`src/rtl/apb_master_arbiter.sv`:
```
// rtl/apb_master_arbiter.sv - two-requester round-robin APB master with IDLE/SETUP/ACCESS sequencing
// Optional feature macro: APB_TIMEOUT_EN (abort ACCESS after WAIT_MAX wait cycles)
// Ports:
//   pclk, preset_n                        clock, synchronous active-low reset
//   reqN_valid/write/addr/wdata, reqN_ready    requester N transfer handshake (N=0,1)
//   rspN_valid/rdata/err                  requester N completion pulse and result
//   psel_x/penable/pwrite/paddr/pwdata    APB request side
//   pready/prdata/pslverr                 APB slave response
module apb_master_arbiter #(
  parameter int ADDR_W   = 3,
  parameter int DATA_W   = 8,
  parameter int WAIT_MAX = 15
) (
  input  logic              pclk,
  input  logic              preset_n,
  input  logic              req0_valid,
  input  logic              req0_write,
  input  logic [ADDR_W-1:0] req0_addr,
  input  logic [DATA_W-1:0] req0_wdata,
  output logic              req0_ready,
  output logic              rsp0_valid,
  output logic [DATA_W-1:0] rsp0_rdata,
  output logic              rsp0_err,
  input  logic              req1_valid,
  input  logic              req1_write,
  input  logic [ADDR_W-1:0] req1_addr,
  input  logic [DATA_W-1:0] req1_wdata,
  output logic              req1_ready,
  output logic              rsp1_valid,
  output logic [DATA_W-1:0] rsp1_rdata,
  output logic              rsp1_err,
  output logic              psel_x,
  output logic              penable,
  output logic              pwrite,
  output logic [ADDR_W-1:0] paddr,
  output logic [DATA_W-1:0] pwdata,
  input  logic              pready,
  input  logic [DATA_W-1:0] prdata,
  input  logic              pslverr
);

  localparam logic [1:0] ST_IDLE   = 2'd0;
  localparam logic [1:0] ST_SETUP  = 2'd1;
  localparam logic [1:0] ST_ACCESS = 2'd2;

  logic [1:0]        state;
  logic              last_grant;
  logic              owner;
  logic              grant0, grant1;
  logic              accept0, accept1;
  logic              done, abort, finish;
  logic [DATA_W-1:0] fin_rdata;
  logic              fin_err;

  assign psel_x  = (state != ST_IDLE);
  assign penable = (state == ST_ACCESS);

  // Round-robin: on a tie the requester that did not win last time gets the bus.
  assign grant0 = req0_valid && (!req1_valid || last_grant);
  assign grant1 = req1_valid && (!req0_valid || !last_grant);

  assign req0_ready = (state == ST_IDLE) && grant0;
  assign req1_ready = (state == ST_IDLE) && grant1;
  assign accept0    = req0_valid && req0_ready;
  assign accept1    = req1_valid && req1_ready;

  assign done = (state == ST_ACCESS) && pready;

`ifdef APB_TIMEOUT_EN
  localparam int CNT_W = (WAIT_MAX < 1) ? 1 : $clog2(WAIT_MAX + 1);
  logic [CNT_W-1:0] wait_cnt;

  // pready=1 on the last allowed cycle still wins over the abort.
  assign abort = (state == ST_ACCESS) && !pready && (wait_cnt == CNT_W'(WAIT_MAX));

  always_ff @(posedge pclk) begin
    if (!preset_n) begin
      wait_cnt <= '0;
    end else if (state == ST_SETUP) begin
      wait_cnt <= '0;
    end else if ((state == ST_ACCESS) && !pready && !abort) begin
      wait_cnt <= wait_cnt + 1'b1;
    end
  end
`else
  assign abort = 1'b0;
`endif

  assign finish = done || abort;

  // Aborted transfers report an error with zero data; writes never return data.
  always_comb begin
    fin_rdata = '0;
    fin_err   = 1'b1;
    if (done) begin
      fin_rdata = pwrite ? '0 : prdata;
      fin_err   = pslverr;
    end
  end

  always_ff @(posedge pclk) begin
    if (!preset_n) begin
      state      <= ST_IDLE;
      last_grant <= 1'b1;
      owner      <= 1'b0;
      pwrite     <= 1'b0;
      paddr      <= '0;
      pwdata     <= '0;
      rsp0_valid <= 1'b0;
      rsp0_rdata <= '0;
      rsp0_err   <= 1'b0;
      rsp1_valid <= 1'b0;
      rsp1_rdata <= '0;
      rsp1_err   <= 1'b0;
    end else begin
      rsp0_valid <= 1'b0;
      rsp1_valid <= 1'b0;
      case (state)
        ST_IDLE: begin
          if (accept0 || accept1) begin
            pwrite     <= accept1 ? req1_write : req0_write;
            paddr      <= accept1 ? req1_addr  : req0_addr;
            pwdata     <= accept1 ? req1_wdata : req0_wdata;
            owner      <= accept1;
            last_grant <= accept1;
            state      <= ST_SETUP;
          end
        end
        ST_SETUP: state <= ST_ACCESS;
        ST_ACCESS: begin
          if (finish) begin
            state <= ST_IDLE;
            if (owner) begin
              rsp1_valid <= 1'b1;
              rsp1_rdata <= fin_rdata;
              rsp1_err   <= fin_err;
            end else begin
              rsp0_valid <= 1'b1;
              rsp0_rdata <= fin_rdata;
              rsp0_err   <= fin_err;
            end
          end
        end
        default: state <= ST_IDLE;
      endcase
    end
  end

endmodule

```
`config.mk`:
```
export PLATFORM = sky130hd
export DESIGN_NAME = apb_master_arbiter
export DESIGN_NICKNAME = d
export VERILOG_FILES = /design/src/rtl/apb_master_arbiter.sv
export SDC_FILE = /design/constraint.sdc
export NUM_CORES = 1
export LEC_CHECK = 0
export BUFFER_PORTS_ARGS = -buffer_cell sky130_fd_sc_hd__buf_2
export CAP_MARGIN = 20
export CELL_PAD_IN_SITES_DETAIL_PLACEMENT = 1
export CELL_PAD_IN_SITES_GLOBAL_PLACEMENT = 2
export CORE_MARGIN = 2
export CORE_UTILIZATION = 28
export DETAILED_ROUTE_END_ITERATION = 16
export GPL_ROUTABILITY_DRIVEN = 1
export GPL_TIMING_DRIVEN = 0
export PLACE_DENSITY = 0.91
export SKIP_CTS_REPAIR_TIMING = 1
export SLEW_MARGIN = 0
export SYNTH_ARGS = -nofsm -noshare
export SYNTH_HDL_FRONTEND = slang
export SYNTH_SLANG_ARGS = --single-unit
```
`constraint.sdc`:
```
create_clock -name pclk -period 2.85 [get_ports pclk]
set_clock_uncertainty 0.15 [all_clocks]
set_input_delay 0.285 -clock pclk [delete_from_list [all_inputs] [get_ports pclk]]
set_output_delay 0.285 -clock pclk [all_outputs]
set_load 0.02 [all_outputs]
```
# Word-level counts from Yosys, hierarchy flattened
# Cells that the tools add are included.
[totals] register_bits=36 out_inout_bits=36 elab_cells=46
[op_classes] n_eq_ne=4 muxes=9 bitwise_logic=1 n_reduce_logical=20
[ops] op="$mux W8" count=2
[ops] op="$reduce_and A3 Y1" count=3
[ops] op="$logic_and A1 B1 Y1" count=7
[ops] op="$pmux W2 S3" count=1
[ops] op="$mux W2" count=2
[ops] op="$ne A2 B1 Y1 const B" count=2
[ops] op="$reduce_and A2 Y1" count=2
[ops] op="$logic_not A1 Y1" count=3
[ops] op="$logic_or A1 B1 Y1" count=3
[ops] op="$mux W1" count=3
[ops] op="$mux W3" count=1
[ops] op="$eq A2 B1 Y1 const B" count=1
[ops] op="$eq A2 B2 Y1 const B" count=1
[ops] op="$logic_not A2 Y1" count=1
[ops] op="$reduce_bool A2 Y1" count=1
[ops] op="$not A1 Y1" count=1

# Depth between registers and ports, before layout
# Gate-level depths: netlist of the first run.
[depth] word_depth=8 mapped_depth=6 depth_no_buf=3

# Least setup slack after synthesis of the first run
# OpenSTA, ideal clock, no wires.
[synth_path] path_kind="register to register" from="register state[1]" to="register paddr[0]" t_arrival_ns=1.438 t_required_ns=2.578 setup_slack_ns=1.140 path_stages_with_launch=7 n_path_buf=3 period_less_slack_ns=1.710 path_cell_list="dfxtp_1 buf_6 or2_1 buf_6 or2_4 buf_6 o311a_1"
[synth_via] elab_chain_len=5 word_cells_on_any_way=8
[synth_lines] element="start: declaration" line_no="46" text="logic [1:0] state;"
[synth_lines] element="start signal: assignment" line_no="103" text="state <= ST_IDLE;"
[synth_lines] element="start signal: assignment" line_no="126" text="state <= ST_SETUP;"
[synth_lines] element="start signal: assignment" line_no="129" text="ST_SETUP: state <= ST_ACCESS;"
[synth_lines] element="$logic_not A2 Y1 *" line_no="62, 63, 118"
[synth_lines] element="$logic_and A1 B1 Y1, on equally long branches" line_no="62, 63"
[synth_lines] element="$logic_and A1 B1 Y1, on equally long branches" line_no="64, 65"
[synth_lines] element="$logic_or A1 B1 Y1" line_no="120" text="if (accept0 || accept1) begin"
[synth_lines] element="$reduce_and A2 Y1 (no source line)"
[synth_lines] element="end signal: assignment" line_no="122" text="paddr <= accept1 ? req1_addr : req0_addr;"
[synth_lines] element="end: declaration" line_no="35" text="output logic [ADDR_W-1:0] paddr,"
# Every way passes the cells marked *; elsewhere a longest branch is shown, timed or not.
# A chain may end at the register's enable or synchronous reset.

# Worst setup path after layout of the first run
[layout_path] from="register state[1]" to="output req1_ready"
[layout_via] elab_chain_len=2
[layout_lines] element="$logic_not A2 Y1" line_no="63" text="assign req1_ready = (state == ST_IDLE) && grant1;"
[layout_lines] element="$logic_and A1 B1 Y1" line_no="63"
[layout_lines] element="end: declaration" line_no="28" text="output logic req1_ready,"
# No other way between the ends.

==> implementation parameters, run 1 <==
Parameter                              Value

Global routing
  Wire length of the first global-routing pass    7610 microns
  Global-route usage over all layers    14.87%
  Pin count of the biggest net entering global routing    13
  Initial antenna violation count    0
  Number of global-route vias before repair    1648
  Global route total overflow    0

Power and ir drop
  Reported leakage power    1.045 nW
  Peak supply drop    0.2520 mV
  Power Density    566.2 nW/um^2

Detailed routing
  DRC violation count after routing    0
  Violation count after the first detailed-route iteration    25
  Total length of routed wires    4729 microns
  Remaining antenna violation count    0
  Vias    1611
  Detailed-route vias per instance    4.711
  Average wire per standard cell    13.83 microns
  TritonRoute pass-1 iters    3

Synth
  Library cell with the highest instance count after synthesis    sky130_fd_sc_hd__nand2_1
  Synthesized area    1670 sq um
  Post-synthesis sequential area ratio    43.15%
  Most common flop cell mapped by yosys    sky130_fd_sc_hd__dfxtp_1
  Average cell area after synthesis    8.932 sq um
  Unique masters post-synth    26
  Flip-flop and latch count after synthesis    36
  Count of flip-flops with a built-in enable after synthesis    0
  Largest area contributor in the synthesized netlist    sky130_fd_sc_hd__dfxtp_1
  Fraction of synthesized cell area taken by the top area cell type    43.15%
  Largest cells by area after synthesis    sky130_fd_sc_hd__dfxtp_1 43%, sky130_fd_sc_hd__a21boi_0 13%, sky130_fd_sc_hd__nand2_1 8.8%
  Syn Nets    225
  Commonest cells post-synth    39 x sky130_fd_sc_hd__nand2_1, 36 x sky130_fd_sc_hd__dfxtp_1, 30 x sky130_fd_sc_hd__a21boi_0
  Count of yosys warnings during synthesis    0
  Cells after Synth    187
  Proportion of register bits with asynchronous set or reset after synthesis    0%

Setup path
  Cells along the critical path    buf_6, nor3b_2, clkbuf_1, and2_1, buf_2
  Required time at the endpoint of the critical path    2.41 ns
  Arrival time reported for the critical path endpoint    1.91 ns
  Maximum net fanout on the critical path    10
  Cell family with the largest share of critical-path delay    buffers and inverters
  Element type at the critical path end    primary output
  Buffers & Inverters on Critical Path    3
  Startpoint types    register
  Largest stage delay, worst path    0.47 ns
  Kind of critical path    reg -> out
  Cell with the largest stage delay on the worst path    sky130_fd_sc_hd__nor3b_2

Die
  Initial standard-cell utilization of the core    28.55%
  Die ar.    6599 sq um
  Die span in y    81.24 microns
  Placeable Area    5851 sq um
  # rows    28
  Boundary pin count    74
  Horizontal die dimension    81.24 microns

Placed design
  Final GP Congestion    0.6981
  IO buf count    72
  Detailed placer's ending HPWL    3548 microns
  Pre-CTS worst setup slack    0.7853 ns

Timing
  F_max    0.4264 GHz
  Accumulated negative setup slack    0 ns
  Worst relative slew slack    63.49%
  Post-layout worst setup margin    0.5048 ns
  Final Hold Viols    0
  Unrepaired setup endpoints after global routing    false
  Count of final max-slew check failures    0
  Setup violators final    0
  Slew at the pin closest to its max-slew limit    0.5453 ns
  Share of the clock period used by the worst path    82.29%
  Minimum period implied by the final worst setup slack    2.345 ns

Final layout
  Count of nets after finishing    304
  Diodes inserted    0
  # fillers    731
  Fraction of layout cells with a size suffix above 1    32.21%
  Layout overhead on the synthesized area    33.86%
  Utilization of the core after routing    38.22%

Clocking
  CTS buffer count    5
  Clock Latency Late Sink    0.28 ns
  TritonCTS clock tree    built
  Buffer depth of the longest clock path    2
  Clock-pin transition on the worst setup and hold timing paths    0.08 ns
  Maximum level of the CTS H-tree    2
  Clock sink total    36
  Buffer type at the clock tree root    sky130_fd_sc_hd__clkbuf_8

Hold path
  Hold/Removal Path Class    in -> reg

Outcome
  Status    completed

Job
  Count of max-cap constraint violations    0
-- registers in the layout, summed over array words and instances, names as in the netlist --
name and flops:
rsp0_rdata 8, last_grant 1, rsp1_err 1, rsp1_rdata 8
rsp0_valid 1, rsp0_err 1, state 2, pwdata 8
owner 1, pwrite 1, paddr 3, rsp1_valid 1
-- final cells by class --
cell class                      instances  area (sq um)  area share, %
Clock inverter                          3         42.54          1.903
Multi-Input combinational cell        134         863.3          38.61
Buffer                                 16         82.58          3.693
Sequential cell                        36         720.7          32.23
Clock buffer                            5         68.82          3.078
Inverter                                1         3.754         0.1679
Timing Repair Buffer                   72         360.3          16.12
Tap cell                               75         93.84          4.197
-- per-layer routing --
| layer | global-route usage, % | wire length (microns) | up-vias |
|---|---|---|---|
| met2 | 24.13 | 2115 | 64 |
| met1 | 18.89 | 2166 | 732 |
| met5 | 0 | 0 | - |
| li1 | - | - | 811 |
| met3 | 5.000 | 420 | 4 |
| met4 | 3.898 | 27 | 0 |
-- worst min-delay path, cell delays in order --
cell and delay [ns]:
sky130_fd_sc_hd__buf_2 0.11, sky130_fd_sc_hd__nand2_1 0.04, sky130_fd_sc_hd__a21boi_0 0.06
-- stage by stage --
stage	power [mW]	hold slack [ns]	instance area [sq um]	std cells
floorplan	0.7381	0.2799	1670	187
global placement	0.8298	0.3006	2125	334
detailed placement	0.8331	0.3076	2125	334
CTS	1.288	0.1024	2236	342
global route	1.339	0.1219	2236	342
finish	1.266	0.1100	2236	342
-- cell usage in the layout (no fill, tap or decap), drive strengths merged, types with 2 or more instances in the layout --
master | netlist | layout
buf | 4 | 76
nor3b | 2 | 2
nor2b | 12 | 12
and2 | 3 | 3
clkbuf | 12 | 17
o21bai | 12 | 12
and3 | 12 | 12
nand2 | 39 | 39
o311a | 12 | 12
a21boi | 30 | 30
or2 | 2 | 2
dfxtp | 36 | 36
-- path summary, 6_finish.rpt --
path	cells after the start	to	slack [ns]	from
worst max-delay path	5	req1_ready	0.50	state[1]$_SDFFE_PN0P_
worst min-delay path	3	rsp1_err$_SDFFE_PN0P_	0.11	pslverr
worst max register to register	5	paddr[2]$_SDFFE_PN0P_	0.81	state[1]$_SDFFE_PN0P_
worst min register to register	2	rsp0_rdata[4]$_SDFFE_PN0P_	0.31	rsp0_rdata[4]$_SDFFE_PN0P_
-- logic make-up after synthesis --
| kind of cell | Yosys count | share of synthesized area [%] |
|---|---|---|
| AOI/OAI and AO/OA | 57 | 27.27 |
| DFF | 36 | 43.15 |
| buffers and inverters | 17 | 5.168 |
| and+or+nand+nor | 77 | 24.42 |
-- where the power goes --
group | total, mW | internal [mW] | switching [mW]
Sequential | 0.556 | 0.534 | 0.0222
Combinational | 0.263 | 0.116 | 0.146
Clock | 0.447 | 0.259 | 0.188
(Power assumes the default switching activity.)
==> run 2, diff against run 1 <==
--- a/config.mk
+++ b/config.mk
@@ -10,11 +10,11 @@
 export CELL_PAD_IN_SITES_DETAIL_PLACEMENT = 1
 export CELL_PAD_IN_SITES_GLOBAL_PLACEMENT = 2
 export CORE_MARGIN = 2
-export CORE_UTILIZATION = 28
+export CORE_UTILIZATION = 26
 export DETAILED_ROUTE_END_ITERATION = 16
 export GPL_ROUTABILITY_DRIVEN = 1
 export GPL_TIMING_DRIVEN = 0
-export PLACE_DENSITY = 0.91
+export PLACE_DENSITY = 0.86
 export SKIP_CTS_REPAIR_TIMING = 1
 export SLEW_MARGIN = 0
 export SYNTH_ARGS = -nofsm -noshare
==> constraint.sdc (replaced) <==
create_clock -name pclk -period 2.4 [get_ports pclk]
set_clock_uncertainty 0.15 [all_clocks]
set_input_delay 0.24 -clock pclk [delete_from_list [all_inputs] [get_ports pclk]]
set_output_delay 0.24 -clock pclk [all_outputs]
set_load 0.02 [all_outputs]
==> run 2 against run 1 <==
Non-clock buffer count unchanged. Die area increased by 7.3%. Core utilization decreased by 2.5 points. Flip-flop and latch count unchanged. Sequential power increased by 19%. Combinational power increased by 19%. Final area increased by 0.17%. Global-route usage decreased by 1.1 points. Critical path depth decreased by 1. Register-to-register slack got worse by 0.43 ns. Clock-buffer cell count unchanged. Cell count increased by 0.58%. Critical endpoint unchanged. Largest power group unchanged.
==> implementation parameters, run 2 (same netlist as run 1, synthesis figures left out) <==
Parameter                              Value

Final layout
  Diodes inserted    0
  Top flop regs    pwdata: 8 flops, rsp0_rdata: 8 flops, rsp1_rdata: 8 flops
  Leading cell types in the layout, fill and taps excluded    72 x sky130_fd_sc_hd__buf_2, 39 x sky130_fd_sc_hd__nand2_1, 36 x sky130_fd_sc_hd__dfxtp_1
  Fraction of layout cells with a size suffix above 1    32.58%
  Leading cell type in the layout, fill and taps excluded    sky130_fd_sc_hd__buf_2
  Layout overhead on the synthesized area    34.08%
  Count of nets after finishing    304

Global routing
  Global-route usage over all layers    13.82%
  Wire length of the first global-routing pass    7969 microns
  Number of global-route vias before repair    1588
  Global route total overflow    0
  Initial antenna violation count    0
  Pin count of the biggest net entering global routing    13

Setup path
  Critical path depth    4
  Startpoint types    register
  Maximum net fanout on the critical path    10
  Beginning of the critical path    state[0]$_SDFFE_PN0P_
  Register-to-Register Path Depth    4
  Arrival time reported for the critical path endpoint    1.79 ns
  Element type at the critical path end    primary output
  Cell family with the largest share of critical-path delay    simple AND/OR/NAND/NOR gates
  Reg2Reg Capture Point    pwdata[0]$_SDFFE_PN0P_
  Launch point of the worst reg-to-reg path    state[0]$_SDFFE_PN0P_
  Cells along the critical path    nor3b_2, clkbuf_2, and2_1, buf_2
  Required time at the endpoint of the critical path    2.01 ns
  Cell with the largest stage delay on the worst path    sky130_fd_sc_hd__nor3b_2
  Register-to-register setup slack    0.38 ns
  CP Capture Point    req1_ready
  Kind of critical path    reg -> out
  Largest stage delay, worst path    0.49 ns
  Buffers & Inverters on Critical Path    2

Timing
  Slew at the pin closest to its max-slew limit    0.5287 ns
  Worst relative slew slack    64.75%
  Minimum period implied by the final worst setup slack    2.180 ns
  Accumulated negative setup slack    0 ns
  Worst hold slack across all endpoints    0.07166 ns
  Unrepaired setup endpoints after global routing    false
  Share of the clock period used by the worst path    90.85%
  Final Hold Viols    0
  F_max    0.4586 GHz
  Count of final max-slew check failures    0
  Post-layout worst setup margin    0.2196 ns
  Setup violators final    0

Clocking
  Buffer depth of the longest clock path    2
  TritonCTS clock tree    built
  Clock-pin transition on the worst setup and hold timing paths    0.08 ns
  CTS buffer count    5
  Maximum level of the CTS H-tree    2
  Clock Latency Late Sink    0.29 ns
  Buffer type at the clock tree root    sky130_fd_sc_hd__clkbuf_8
  Clock sink total    36

Power and ir drop
  Peak supply drop    0.2457 mV
  Power Density    675.6 nW/um^2
  Reported leakage power    1.048 nW

Die
  Boundary pin count    74
  Horizontal die dimension    84.15 microns
  Initial standard-cell utilization of the core    26.61%
  # rows    29
  Die span in y    84.15 microns
  Die ar.    7081 sq um
  Placeable Area    6277 sq um

Hold path
  Hold/Removal Path Class    in -> reg

Detailed routing
  Total length of routed wires    4867 microns
  Remaining antenna violation count    0
  TritonRoute pass-1 iters    4
  Vias    1604
  DRC violation count after routing    0
  Violation count after the first detailed-route iteration    27
  Detailed-route vias per instance    4.663
  Average wire per standard cell    14.15 microns

Placed design
  IO buf count    72
  Final GP Congestion    0.7243
  Pre-CTS worst setup slack    0.3717 ns
  Detailed placer's ending HPWL    3652 microns

Job
  Count of max-cap constraint violations    0

Outcome
  Status    completed
run 2: report_power, final:
part	internal (mW)	switching (mW)	total, mW
Sequential	0.634	0.0257	0.659
Clock	0.308	0.233	0.540
Combinational	0.139	0.174	0.313
Total	1.08	0.433	1.51
run 2: area by class of cell:
| type | count | area (sq um) |
|---|---|---|
| Fill cell | 788 | 4038 |
| Multi-Input combinational cell | 134 | 863.3 |
| Sequential cell | 36 | 720.7 |
| Timing Repair Buffer | 72 | 360.3 |
| Tap cell | 77 | 96.34 |
| Buffer | 16 | 83.83 |
| Clock buffer | 5 | 68.82 |
| Clock inverter | 3 | 42.54 |
| Inverter | 1 | 3.754 |
run 2: through the flow:
step | utilization (%) | total power, mW | cells | instance area, sq um
after floorplan | - | 0.8765 | 187 | 1670
after global placement | 33.88 | 0.9869 | 336 | 2127
after detailed placement | 33.88 | 0.9897 | 336 | 2127
after CTS | 35.66 | 1.531 | 344 | 2238
after global routing | 35.68 | 1.599 | 344 | 2240
final | 35.68 | 1.513 | 344 | 2240
run 2: tightest hold or removal path: cells and delay by family:
family / cells / cell delay [ns]
compound gates: 1 / 0.07
simple gates: 1 / 0.05
buf+inv: 1 / 0.11
run 2: worst min path at each step:
stage,start,to,slack [ns],cells after the start
final,pslverr,rsp0_err$_SDFFE_PN0P_,0.07,3
after global routing,pslverr,rsp0_err$_SDFFE_PN0P_,0.08,3
after CTS,pslverr,rsp0_err$_SDFFE_PN0P_,0.06,3
after detailed placement,rsp1_rdata[2]$_SDFFE_PN0P_,rsp1_rdata[2]$_SDFFE_PN0P_,0.31,2
after global placement,rsp1_rdata[2]$_SDFFE_PN0P_,rsp1_rdata[2]$_SDFFE_PN0P_,0.30,2
after floorplan,pslverr,rsp0_err$_SDFFE_PN0P_,0.23,2
run 2: per-layer routing:
layer  GRT usage, %  part of all wire, %  vias up
met1          18.68                   49      726
met3          4.523                  8.2        3
met2          21.57                   43       61
met4          3.079                 0.39        0
met5              0                    0        -
li1               -                    -      814
